**src/rtl/serial_adder_pkg.sv**
```systemverilog
// Shared definitions for the bit-serial adder: FSM state encodings and default width.
package serial_adder_pkg;

   typedef enum logic {
      ST_IDLE = 1'b0,
      ST_RUN  = 1'b1
   } state_t;

   localparam int DEFAULT_WIDTH = 8;

endpackage

```
**src/rtl/serial_adder_fa.sv**
```systemverilog
// Single-bit full-adder cell used as the bit-slice of the serial adder.
module serial_adder_fa (
   output logic Cout,
   output logic Sum,
   input  logic A,
   input  logic B,
   input  logic Cin
);

   assign Sum  = A ^ B ^ Cin;
   assign Cout = (A & B) | (Cin & (A ^ B));

endmodule

```
**src/rtl/serial_adder.sv**
```systemverilog
// Bit-serial WIDTH-bit adder: one full-adder cell, LSB first, start/busy/done handshake.
// Optional SERIAL_ADDER_OVF_EN adds a registered two's-complement overflow output Ovf.
module serial_adder
   import serial_adder_pkg::*;
#(
   parameter int WIDTH = DEFAULT_WIDTH,
   parameter int CNT_W = $clog2(WIDTH + 1)
) (
   input  logic             clk,
   input  logic             rst,
   input  logic             start,
   input  logic [WIDTH-1:0] A,
   input  logic [WIDTH-1:0] B,
   input  logic             Cin,
   output logic [WIDTH-1:0] Sum,
   output logic             Cout,
   output logic             busy,
   output logic             done
`ifdef SERIAL_ADDER_OVF_EN
   ,
   output logic             Ovf
`endif
);

   localparam logic [CNT_W-1:0] LAST_CNT = CNT_W'(WIDTH - 1);

   state_t           state;
   logic [WIDTH-1:0] sha;
   logic [WIDTH-1:0] shb;
   logic [WIDTH-1:0] shs;
   logic [WIDTH-1:0] shs_next;
   logic             carry;
   logic [CNT_W-1:0] cnt;
   logic             fa_sum;
   logic             fa_cout;

   serial_adder_fa u_fa (
      .Cout (fa_cout),
      .Sum  (fa_sum),
      .A    (sha[0]),
      .B    (shb[0]),
      .Cin  (carry)
   );

   // The final result must include the bit produced on the completing edge.
   assign shs_next = {fa_sum, shs[WIDTH-1:1]};
   assign busy     = (state == ST_RUN);

   always_ff @(posedge clk) begin
      if (rst) begin
         state <= ST_IDLE;
         sha   <= '0;
         shb   <= '0;
         shs   <= '0;
         carry <= 1'b0;
         cnt   <= '0;
         Sum   <= '0;
         Cout  <= 1'b0;
         done  <= 1'b0;
`ifdef SERIAL_ADDER_OVF_EN
         Ovf   <= 1'b0;
`endif
      end else begin
         done <= 1'b0;
         case (state)
            ST_IDLE: begin
               if (start) begin
                  sha   <= A;
                  shb   <= B;
                  carry <= Cin;
                  cnt   <= '0;
                  shs   <= '0;
                  state <= ST_RUN;
               end
            end
            ST_RUN: begin
               shs   <= shs_next;
               sha   <= {1'b0, sha[WIDTH-1:1]};
               shb   <= {1'b0, shb[WIDTH-1:1]};
               carry <= fa_cout;
               cnt   <= cnt + CNT_W'(1);
               if (cnt == LAST_CNT) begin
                  Sum   <= shs_next;
                  Cout  <= fa_cout;
                  done  <= 1'b1;
                  state <= ST_IDLE;
`ifdef SERIAL_ADDER_OVF_EN
                  // carry still holds the carry into the MSB on this edge
                  Ovf   <= carry ^ fa_cout;
`endif
               end
            end
            default: state <= ST_IDLE;
         endcase
      end
   end

endmodule
```
**config.mk**
```make
export PLATFORM = sky130hd
export DESIGN_NAME = serial_adder
export DESIGN_NICKNAME = d
export VERILOG_FILES = /design/src/rtl/serial_adder_pkg.sv /design/src/rtl/serial_adder_fa.sv /design/src/rtl/serial_adder.sv
export SDC_FILE = /design/constraint.sdc
export NUM_CORES = 1
export LEC_CHECK = 0
export ABC_AREA = 1
export ABC_CLOCK_PERIOD_IN_PS = 1650
export CAP_MARGIN = 30
export CORE_ASPECT_RATIO = 0.7
export CORE_MARGIN = 5
export CORE_UTILIZATION = 51
export CTS_CLUSTER_DIAMETER = 50
export DETAILED_ROUTE_END_ITERATION = 12
export PLACE_DENSITY = 0.78
export REMOVE_ABC_BUFFERS = 1
export SETUP_SLACK_MARGIN = 0.05
export SYNTH_ARGS = -nofsm -noshare
export SYNTH_HDL_FRONTEND = slang
export SYNTH_HIERARCHICAL = 1
export SYNTH_SLANG_ARGS = --single-unit
```
**constraint.sdc**
```tcl
create_clock -name clk -period 1.65 [get_ports clk]
set_clock_uncertainty 0.15 [all_clocks]
set_input_delay 0.33 -clock clk [delete_from_list [all_inputs] [get_ports clk]]
set_output_delay 0.33 -clock clk [all_outputs]
set_load 0.01 [all_outputs]
```
# Word level (Yosys, flattened, before mapping)
# Index checks and enable logic that the tools add are counted.
# word_totals
mem_bits_rw	0
romBits	0
out_inout_bits	11
ff_bits	40
elab_cells	34
mem_count	0
in_bits	20
latchBits	0
# op_classes
n_shift	0
n_mul	0
reduce_logical	2
n_eq_ne	2
magnitude_cmp	0
muxes	14
add_sub_neg	1
div	0
bitwise_logic	6
# op_table
cell	n
case mux 8 bit (2 select lines)	3
2-to-1 mux 8 bit	3
case mux 4 bit (2 select lines)	1
adder 4 x 1 -> 4 bit (second input constant)	1
equality test 4 x 3 -> 1 bit (second input constant)	1
2-to-1 mux 1 bit	4
2-to-1 mux 4 bit	1
case mux 1 bit (2 select lines)	2
bitwise AND 1 bit	2
!= test 2 bit (second input constant)	1
AND reduction 2 bit	1
OR reduction 2 bit	1
XOR 1 bit	2
inverter 1 bit	1
bitwise OR 1 bit	1

# Depth between registers and ports, before layout
# Gate-level depths: netlist of run 1.
# depth
depth_word	4
mapped_depth	7
depth_no_buf	5

# By module
# Netlist of run 1, hierarchy kept.
# by_module_without_submodules
mod	seq_area_each_um2	cells_each	area_per_inst_um2	instances
serial_adder	780.7	226	1635.3	1
serial_adder_fa	0.0	1	20.0	1

# Worst setup path before layout of run 1
# Ideal clock, no wire load.
# synth_timing
kind	register to register
start	reg sha[0]
end	reg shs[7]
slack_ns	0.421
path_stages_with_launch	4
setup_ns	0.071
arrival_ns	1.008
cell_sequence	dfxtp_1 > fa_1 > nand2_1 > a21oi_1
# synth_between
elab_chain_len	3
# synth_lines
element	line	text
from (decl)	serial_adder.sv:28	logic [WIDTH-1:0] sha;
from (signal assigned)	serial_adder.sv:78	sha <= {1'b0, sha[WIDTH-1:1]};
XOR 1 bit (2 in series)	serial_adder_fa.sv:10	assign Sum = A ^ B ^ Cin;
named net fa_sum	serial_adder.sv:34	logic fa_sum;
case mux 8 bit (2 select lines)	serial_adder.sv:65	case (state)
to (signal assigned)	serial_adder.sv:77	shs <= shs_next;
to (decl)	serial_adder.sv:30	logic [WIDTH-1:0] shs;
# The timed path passes the listed nets, and every way through them passes these cells.
# A chain may end at the register's enable or synchronous reset.

# Final worst setup path of run 1
# layout_timing
start	reg state, in the netlist busy
end	reg sha[7]
# layout_between
elab_chain_len	2
word_cells_on_any_way	3
classes_between	1 x eq/ne; 1 x mux; 1 x bitwise
# layout_lines
element	line	text
from (decl)	serial_adder.sv:27	state_t state;
from (signal assigned)	serial_adder.sv:51	state <= ST_IDLE;
from (signal assigned)	serial_adder.sv:73	state <= ST_RUN;
from (signal assigned)	serial_adder.sv:86	state <= ST_IDLE;
inverter 1 bit (no line)	n/a	
case mux 8 bit (2 select lines) or != test 2 bit (tied branches)	n/a	
# Several ways; a longest one is shown, not always the timed one.

==> flow_metrics.env, run 1 <==
export IMPL_synth_ff_type="dfxtp_1"
export IMPL_synth_cell_types=19
export IMPL_io_pins=31
export IMPL_async_reset_ff_share_pct=0
export IMPL_place_congestion=0.804
export IMPL_worstHoldEndpoint="Sum[0]"
export IMPL_post_cts_setup_buffers=0
export IMPL_routedWlPerCell_um=11.6
export IMPL_core_mm2=0.00313
export IMPL_path_class="flop to flop"
export IMPL_timing_fmax_mhz=690
export IMPL_synth_avg_cell_area_um2=7.29
export IMPL_min_from="shs[1]"
export IMPL_setup_viol=0
export IMPL_r2r_start="busy"
export IMPL_ys_ff_latch=39
export IMPL_dp_hpwl_mm=2.36
export IMPL_regArea_um2=781
export IMPL_path_max_fanout=29
export IMPL_fin_util_pct=66.9
export IMPL_tritoncts="done"
export IMPL_grt_max_degree=30
export IMPL_cap_violations=0
export IMPL_maxSlewViolCount=0
export IMPL_dr_wl_met3_um=263
export IMPL_cts_hold_buf=0
export IMPL_setup_slack_ps=200
export IMPL_drt_met1_wl_mm=1.76
export IMPL_path_clk_slew_ps=70
export IMPL_crit_top_cell="nand2_1"
export IMPL_cts_made_buffers=5
export IMPL_drc_errors=0
export IMPL_crit_path_end_kind="flop"
export IMPL_cpMaxStageDelayCell="dfxtp_1"
export IMPL_required_ps=1700
export IMPL_routed_top_layer="met4"
export IMPL_cts_max_level=2
export IMPL_syn_inst=227
export IMPL_first_iter_violations=101
export IMPL_startpoint_type="flop"
export IMPL_drive_above_1_share_pct=8.75
export IMPL_power_density_mw_per_mm2=957
export IMPL_rows=17
export IMPL_cts_sinks=39
export IMPL_port_buffers=30
export IMPL_ys_seq_area_share_pct=47.2
export IMPL_ys_warn_count=6
export IMPL_timing_final_crit_share_pct=87.9
export IMPL_overflow=0
export IMPL_nets=284
export IMPL_p_leak_nw=1.04
export IMPL_r2r_cells=6
export IMPL_cts_buffer_depth=2
export IMPL_ir_worst_vdd_mv=0.766
export IMPL_initial_core_util_pct=52.9
export IMPL_avgViaCountPerCell=4.91
export IMPL_first_pass_iters=4
export IMPL_ctsResizeCount=11
export IMPL_reg2reg_slack_ps=200
export IMPL_finalCriticalPeriod_ps=1450
export IMPL_rsz0062_at_grt="false"
export IMPL_pre_cts_ws_ps=-42.9
export IMPL_worstMarginPinSlew_ps=340
export IMPL_wirelength_mm=3.48
export IMPL_wl_met2_mm=1.36
export IMPL_hold_path_class="flop to flop"
export IMPL_worstReg2RegEnd="sha[7]"
export IMPL_cp_data_arrival_time_ps=1500
export IMPL_areaGrowthSynthToFinish_pct=26.4
export IMPL_num_antenna_cells=0
export IMPL_whs_path_depth=2
export IMPL_die_w_um=78.1
export IMPL_ant_nets=0
export IMPL_hold_viol_final=0
export IMPL_fillCellCount=279
export IMPL_antenna_found_initial=0
export IMPL_synth_area_mm2=0.00166
export IMPL_synth_edf_count=0
export IMPL_die_area_mm2=0.00450
export IMPL_outcome="complete, no violations"
export IMPL_via_count=1477
export IMPL_grtUsageTotal_pct=16.7
export IMPL_die_y_um=57.7
export IMPL_grt_pass1_wl_mm=5.99
export IMPL_max_slew_margin_pct=77.3
export IMPL_worst_skew_pair_late_latency_ps=300
export IMPL_clockRootBuffer="clkbuf_8"
export IMPL_grt_pass1_vias=1298
export IMPL_path_cells="buf_4, inv_2, nand2_1, inv_1, nand2_1, a21oi_2"
export IMPL_place_area_mm2=0.00199
export IMPL_finalInstanceArea_mm2=0.00209
export IMPL_multi_input_area_um2=722
export IMPL_critPathMaxStageDelay_ps=330
worst max-delay path by stage:
stage,from,to,slack [ps],cells past startpoint
floorplan,busy,carry,-100,5
global placement,start,shb[5],-20,6
detailed placement,start,shb[5],-40,7
CTS,busy,Sum[5],200,4
global route,busy,Sum[0],70,4
finish,busy,sha[7],200,6
per-stage QoR:
step,hold slack (ps),total power (W),cells,TNS (ps)
after floorplan,242,0.00111,216,-2240
after global placement,295,0.00122,293,-207
after detailed placement,293,0.00122,293,-349
after CTS,308,0.00202,301,0
after global routing,337,0.00209,301,0
final,303,0.00200,301,0
report_power, final:
part	total (W)	internal, W	switching [W]
Sequential	0.000989	0.000971	0.0000180
Combinational	0.000209	0.0000969	0.000112
Clock	0.000804	0.000450	0.000354
Total	0.00200	0.00152	0.000484
layout make-up:
type / instances / area share [%]
flip-flops and latches: 39 / 37.3
multi-input cells: 157 / 34.5
repair buffers: 39 / 16.9
inverters: 20 / 3.59
clock buffers: 5 / 3.29
well taps: 38 / 2.27
clock inverters: 3 / 2.09
cells in the final DEF, fill, tap and decap left out, types with 2 or more instances in the layout:
cell              n
clkbuf_8          5
nand2_1          92
buf_4             9
a21oi_1          11
clkdlybuf4s50_1  19
inv_1            18
a21oi_2           2
dlygate4sd2_1    11
nor2_1            6
nand3_1          40
dfxtp_1          39
synth_stat cells, types with 2 or more instances:
cell | number | area (um2)
nand2_1 | 92 | 345
nand3_1 | 40 | 200
dfxtp_1 | 39 | 781
inv_1 | 18 | 67.6
a21oi_1 | 11 | 55.1
nor2_1 | 6 | 22.5
buf_2 | 5 | 25.0
buf_6 | 3 | 33.8
a21oi_2 | 2 | 17.5
buf_4 | 2 | 15.0
flip-flops by register name, indices dropped and copies added, names as in the netlist, 4 cells and up:
signal / flops
Sum: 8
cnt: 4
sha: 8
shb: 8
shs: 7
routing by layer:
metal / track usage (%) / vias up
met5: 0 / -
met4: 10.4 / 0
met3: 4.81 / 10
met2: 21.9 / 48
met1: 23.8 / 633
li1: - / 786
worst max-delay path, delay by kind of cell, from the launching register on:
family	cells	cell delay [ps]
buffers and inverters	3	600
and+or+nand+nor	2	200
AOI/OAI and AO/OA	1	50
DFF	1	330
cell families (layout without fill, tap and decap cells):
logic type               after synthesis  count (layout)  synth area share (%)
buffers and inverters                 31              67                  9.22
AND/OR/NAND/NOR                      141             141                  37.0
AO/OA/AOI/OAI                         14              14                  4.69
flip-flops                            39              39                  47.2
adder cells (fa/ha/maj)                2               2                  1.97
Note: power is estimated with default switching activity, not from simulation.
==> inputs of run 2 (changes only) <==
--- a/config.mk
+++ b/config.mk
@@ -6,14 +6,14 @@
 export NUM_CORES = 1
 export LEC_CHECK = 0
 export ABC_AREA = 1
-export ABC_CLOCK_PERIOD_IN_PS = 1650
+export ABC_CLOCK_PERIOD_IN_PS = 1700
 export CAP_MARGIN = 30
 export CORE_ASPECT_RATIO = 0.7
 export CORE_MARGIN = 5
-export CORE_UTILIZATION = 51
+export CORE_UTILIZATION = 55
 export CTS_CLUSTER_DIAMETER = 50
 export DETAILED_ROUTE_END_ITERATION = 12
-export PLACE_DENSITY = 0.78
+export PLACE_DENSITY = 0.84
 export REMOVE_ABC_BUFFERS = 1
 export SETUP_SLACK_MARGIN = 0.05
 export SYNTH_ARGS = -nofsm -noshare
==> constraint.sdc (replaced) <==
create_clock -name clk -period 1.7 [get_ports clk]
set_clock_uncertainty 0.15 [all_clocks]
set_input_delay 0.34 -clock clk [delete_from_list [all_inputs] [get_ports clk]]
set_output_delay 0.34 -clock clk [all_outputs]
set_load 0.01 [all_outputs]
==> run 2 against run 1 <==
Hold slack better by 5.7 ps. Critical endpoint is now busy. Critical path depth is 5 lower. Sequential power is 2.8% lower. Combinational power is essentially flat.
==> flow_metrics.env, run 2 (synthesis gave the netlist of run 1 again) <==
export IMPL_outcome="complete, no violations"
export IMPL_drc_errors=0
export IMPL_crit_path_end_kind="primary output"
export IMPL_die_w_um=75.6
export IMPL_nets=283
export IMPL_r2r_cells=6
export IMPL_wirelength_mm=3.47
export IMPL_cp_data_arrival_time_ps=970
export IMPL_overflow=0
export IMPL_antenna_found_initial=0
export IMPL_path_cells="dlygate4sd2_1"
export IMPL_maxSlewViolCount=0
export IMPL_reg_largest_list="Sum x8, sha x8, shb x8"
export IMPL_path_max_fanout=2
export IMPL_setup_viol=0
export IMPL_required_ps=1210
export IMPL_crit_buf_inv=1
export IMPL_areaGrowthSynthToFinish_pct=25.9
export IMPL_first_iter_violations=154
export IMPL_worst_skew_pair_late_latency_ps=300
export IMPL_clockRootBuffer="clkbuf_8"
export IMPL_cts_max_level=2
export IMPL_power_density_mw_per_mm2=859
export IMPL_reg2reg_slack_ps=330
export IMPL_tritoncts="done"
export IMPL_die_area_mm2=0.00422
export IMPL_startpoint_type="flop"
export IMPL_rsz0062_at_grt="false"
export IMPL_final_cells=298
export IMPL_place_area_mm2=0.00201
export IMPL_cts_buffer_depth=2
export IMPL_rows=16
export IMPL_finalInstanceArea_mm2=0.00208
export IMPL_path_clk_slew_ps=70
export IMPL_fin_util_pct=73.3
export IMPL_routedWlPerCell_um=11.7
export IMPL_port_buffers=30
export IMPL_hold_path_class="flop to flop"
export IMPL_power_w=0.00179
export IMPL_whs_path_depth=2
export IMPL_r2r_start="busy"
export IMPL_grt_pass1_wl_mm=6.24
export IMPL_critPathTopFamily="flip-flops"
export IMPL_critPathMaxStageDelay_ps=380
export IMPL_num_antenna_cells=0
export IMPL_grtUsageTotal_pct=18.8
export IMPL_drive_above_1_share_pct=8.02
export IMPL_min_from="shs[1]"
export IMPL_initial_core_util_pct=58.2
export IMPL_worstReg2RegEnd="sha[7]"
export IMPL_die_y_um=55.9
export IMPL_ant_nets=0
export IMPL_finalCriticalPeriod_ps=1460
export IMPL_dp_hpwl_mm=2.38
export IMPL_ir_worst_vdd_mv=0.549
export IMPL_hold_viol_final=0
export IMPL_cts_sinks=39
export IMPL_max_slew_margin_pct=80.9
export IMPL_final_cell_mix="nand2_1, nand3_1, dfxtp_1, clkdlybuf4s50_1, inv_1"
export IMPL_avgViaCountPerCell=5.06
export IMPL_io_pins=31
export IMPL_post_cts_setup_buffers=0
export IMPL_first_pass_iters=4
export IMPL_place_congestion=0.745
export IMPL_grt_max_degree=30
export IMPL_via_count=1508
export IMPL_cts_made_buffers=5
export IMPL_timing_fmax_mhz=686
export IMPL_path_class="flop to primary output"
export IMPL_hold_ws_ps=308
export IMPL_timing_final_crit_share_pct=85.7
export IMPL_place_inst=290
export IMPL_layout_commonest_cell="nand2_1"
export IMPL_core_mm2=0.00284
export IMPL_worstMarginPinSlew_ps=286
export IMPL_worstHoldEndpoint="Sum[0]"
export IMPL_cap_violations=0
export IMPL_grt_pass1_vias=1388
export IMPL_p_leak_nw=1.04
export IMPL_cpMaxStageDelayCell="dfxtp_1"
## run 2: worst max path at each step
| stage | start | end | slack (ps) | cells past startpoint |
|---|---|---|---|---|
| after global routing | cnt[0] | Sum[4] | 170 | 4 |
| after detailed placement | start | sha[7] | -5 | 6 |
| final | busy | busy | 240 | 1 |
| after floorplan | busy | carry | -50 | 5 |
| after CTS | done | done | 70 | 1 |
| after global placement | start | sha[1] | 50 | 6 |
## run 2: layer usage
layer  routed length [um]  vias to the layer above  global-route usage [%]
met5                    0                        -                       0
met4                   76                        0                    8.23
met3                  252                        8                    5.05
met2                 1470                       45                    25.6
met1                 1670                      675                    27.2
li1                     -                      780                       -
## run 2: area by class of cell
type	instances	area [um2]
Clock inverter	2	12.5
Multi-Input combinational cell	157	722
Fill cell	246	759
Tap cell	36	45.0
Clock buffer	6	72.6
Inverter	20	75.1
Sequential cell	39	781
Timing Repair Buffer	38	375
## run 2: stage by stage
| step | TNS [ps] | setup slack (ps) |
|---|---|---|
| floorplan | -791 | -45.5 |
| global placement | 0 | 45.8 |
| detailed placement | -4.82 | -4.82 |
| CTS | 0 | 68.4 |
| global route | 0 | 168 |
| finish | 0 | 243 |
## run 2: timing repair
action	4_1_cts	5_1_grt
resized for setup	10	1
gates cloned	0	0
endpoints found under the setup margin	10	1
hold buffers	0	0
## run 2: power breakdown
group,total (W),internal [W],switching (W)
clock,0.000621,0.000287,0.000334
sequential,0.000961,0.000943,0.0000182
combinational,0.000208,0.0000999,0.000108
total,0.00179,0.00133,0.000460
==> inputs of run 3 (changes only) <==
--- a/config.mk
+++ b/config.mk
@@ -16,6 +16,7 @@
 export PLACE_DENSITY = 0.84
 export REMOVE_ABC_BUFFERS = 1
 export SETUP_SLACK_MARGIN = 0.05
+export SKIP_LAST_GASP = 1
 export SYNTH_ARGS = -nofsm -noshare
 export SYNTH_HDL_FRONTEND = slang
 export SYNTH_HIERARCHICAL = 1
==> results of run 3 <==
The final DEF is identical to that of run 2; final timing and power are the same.
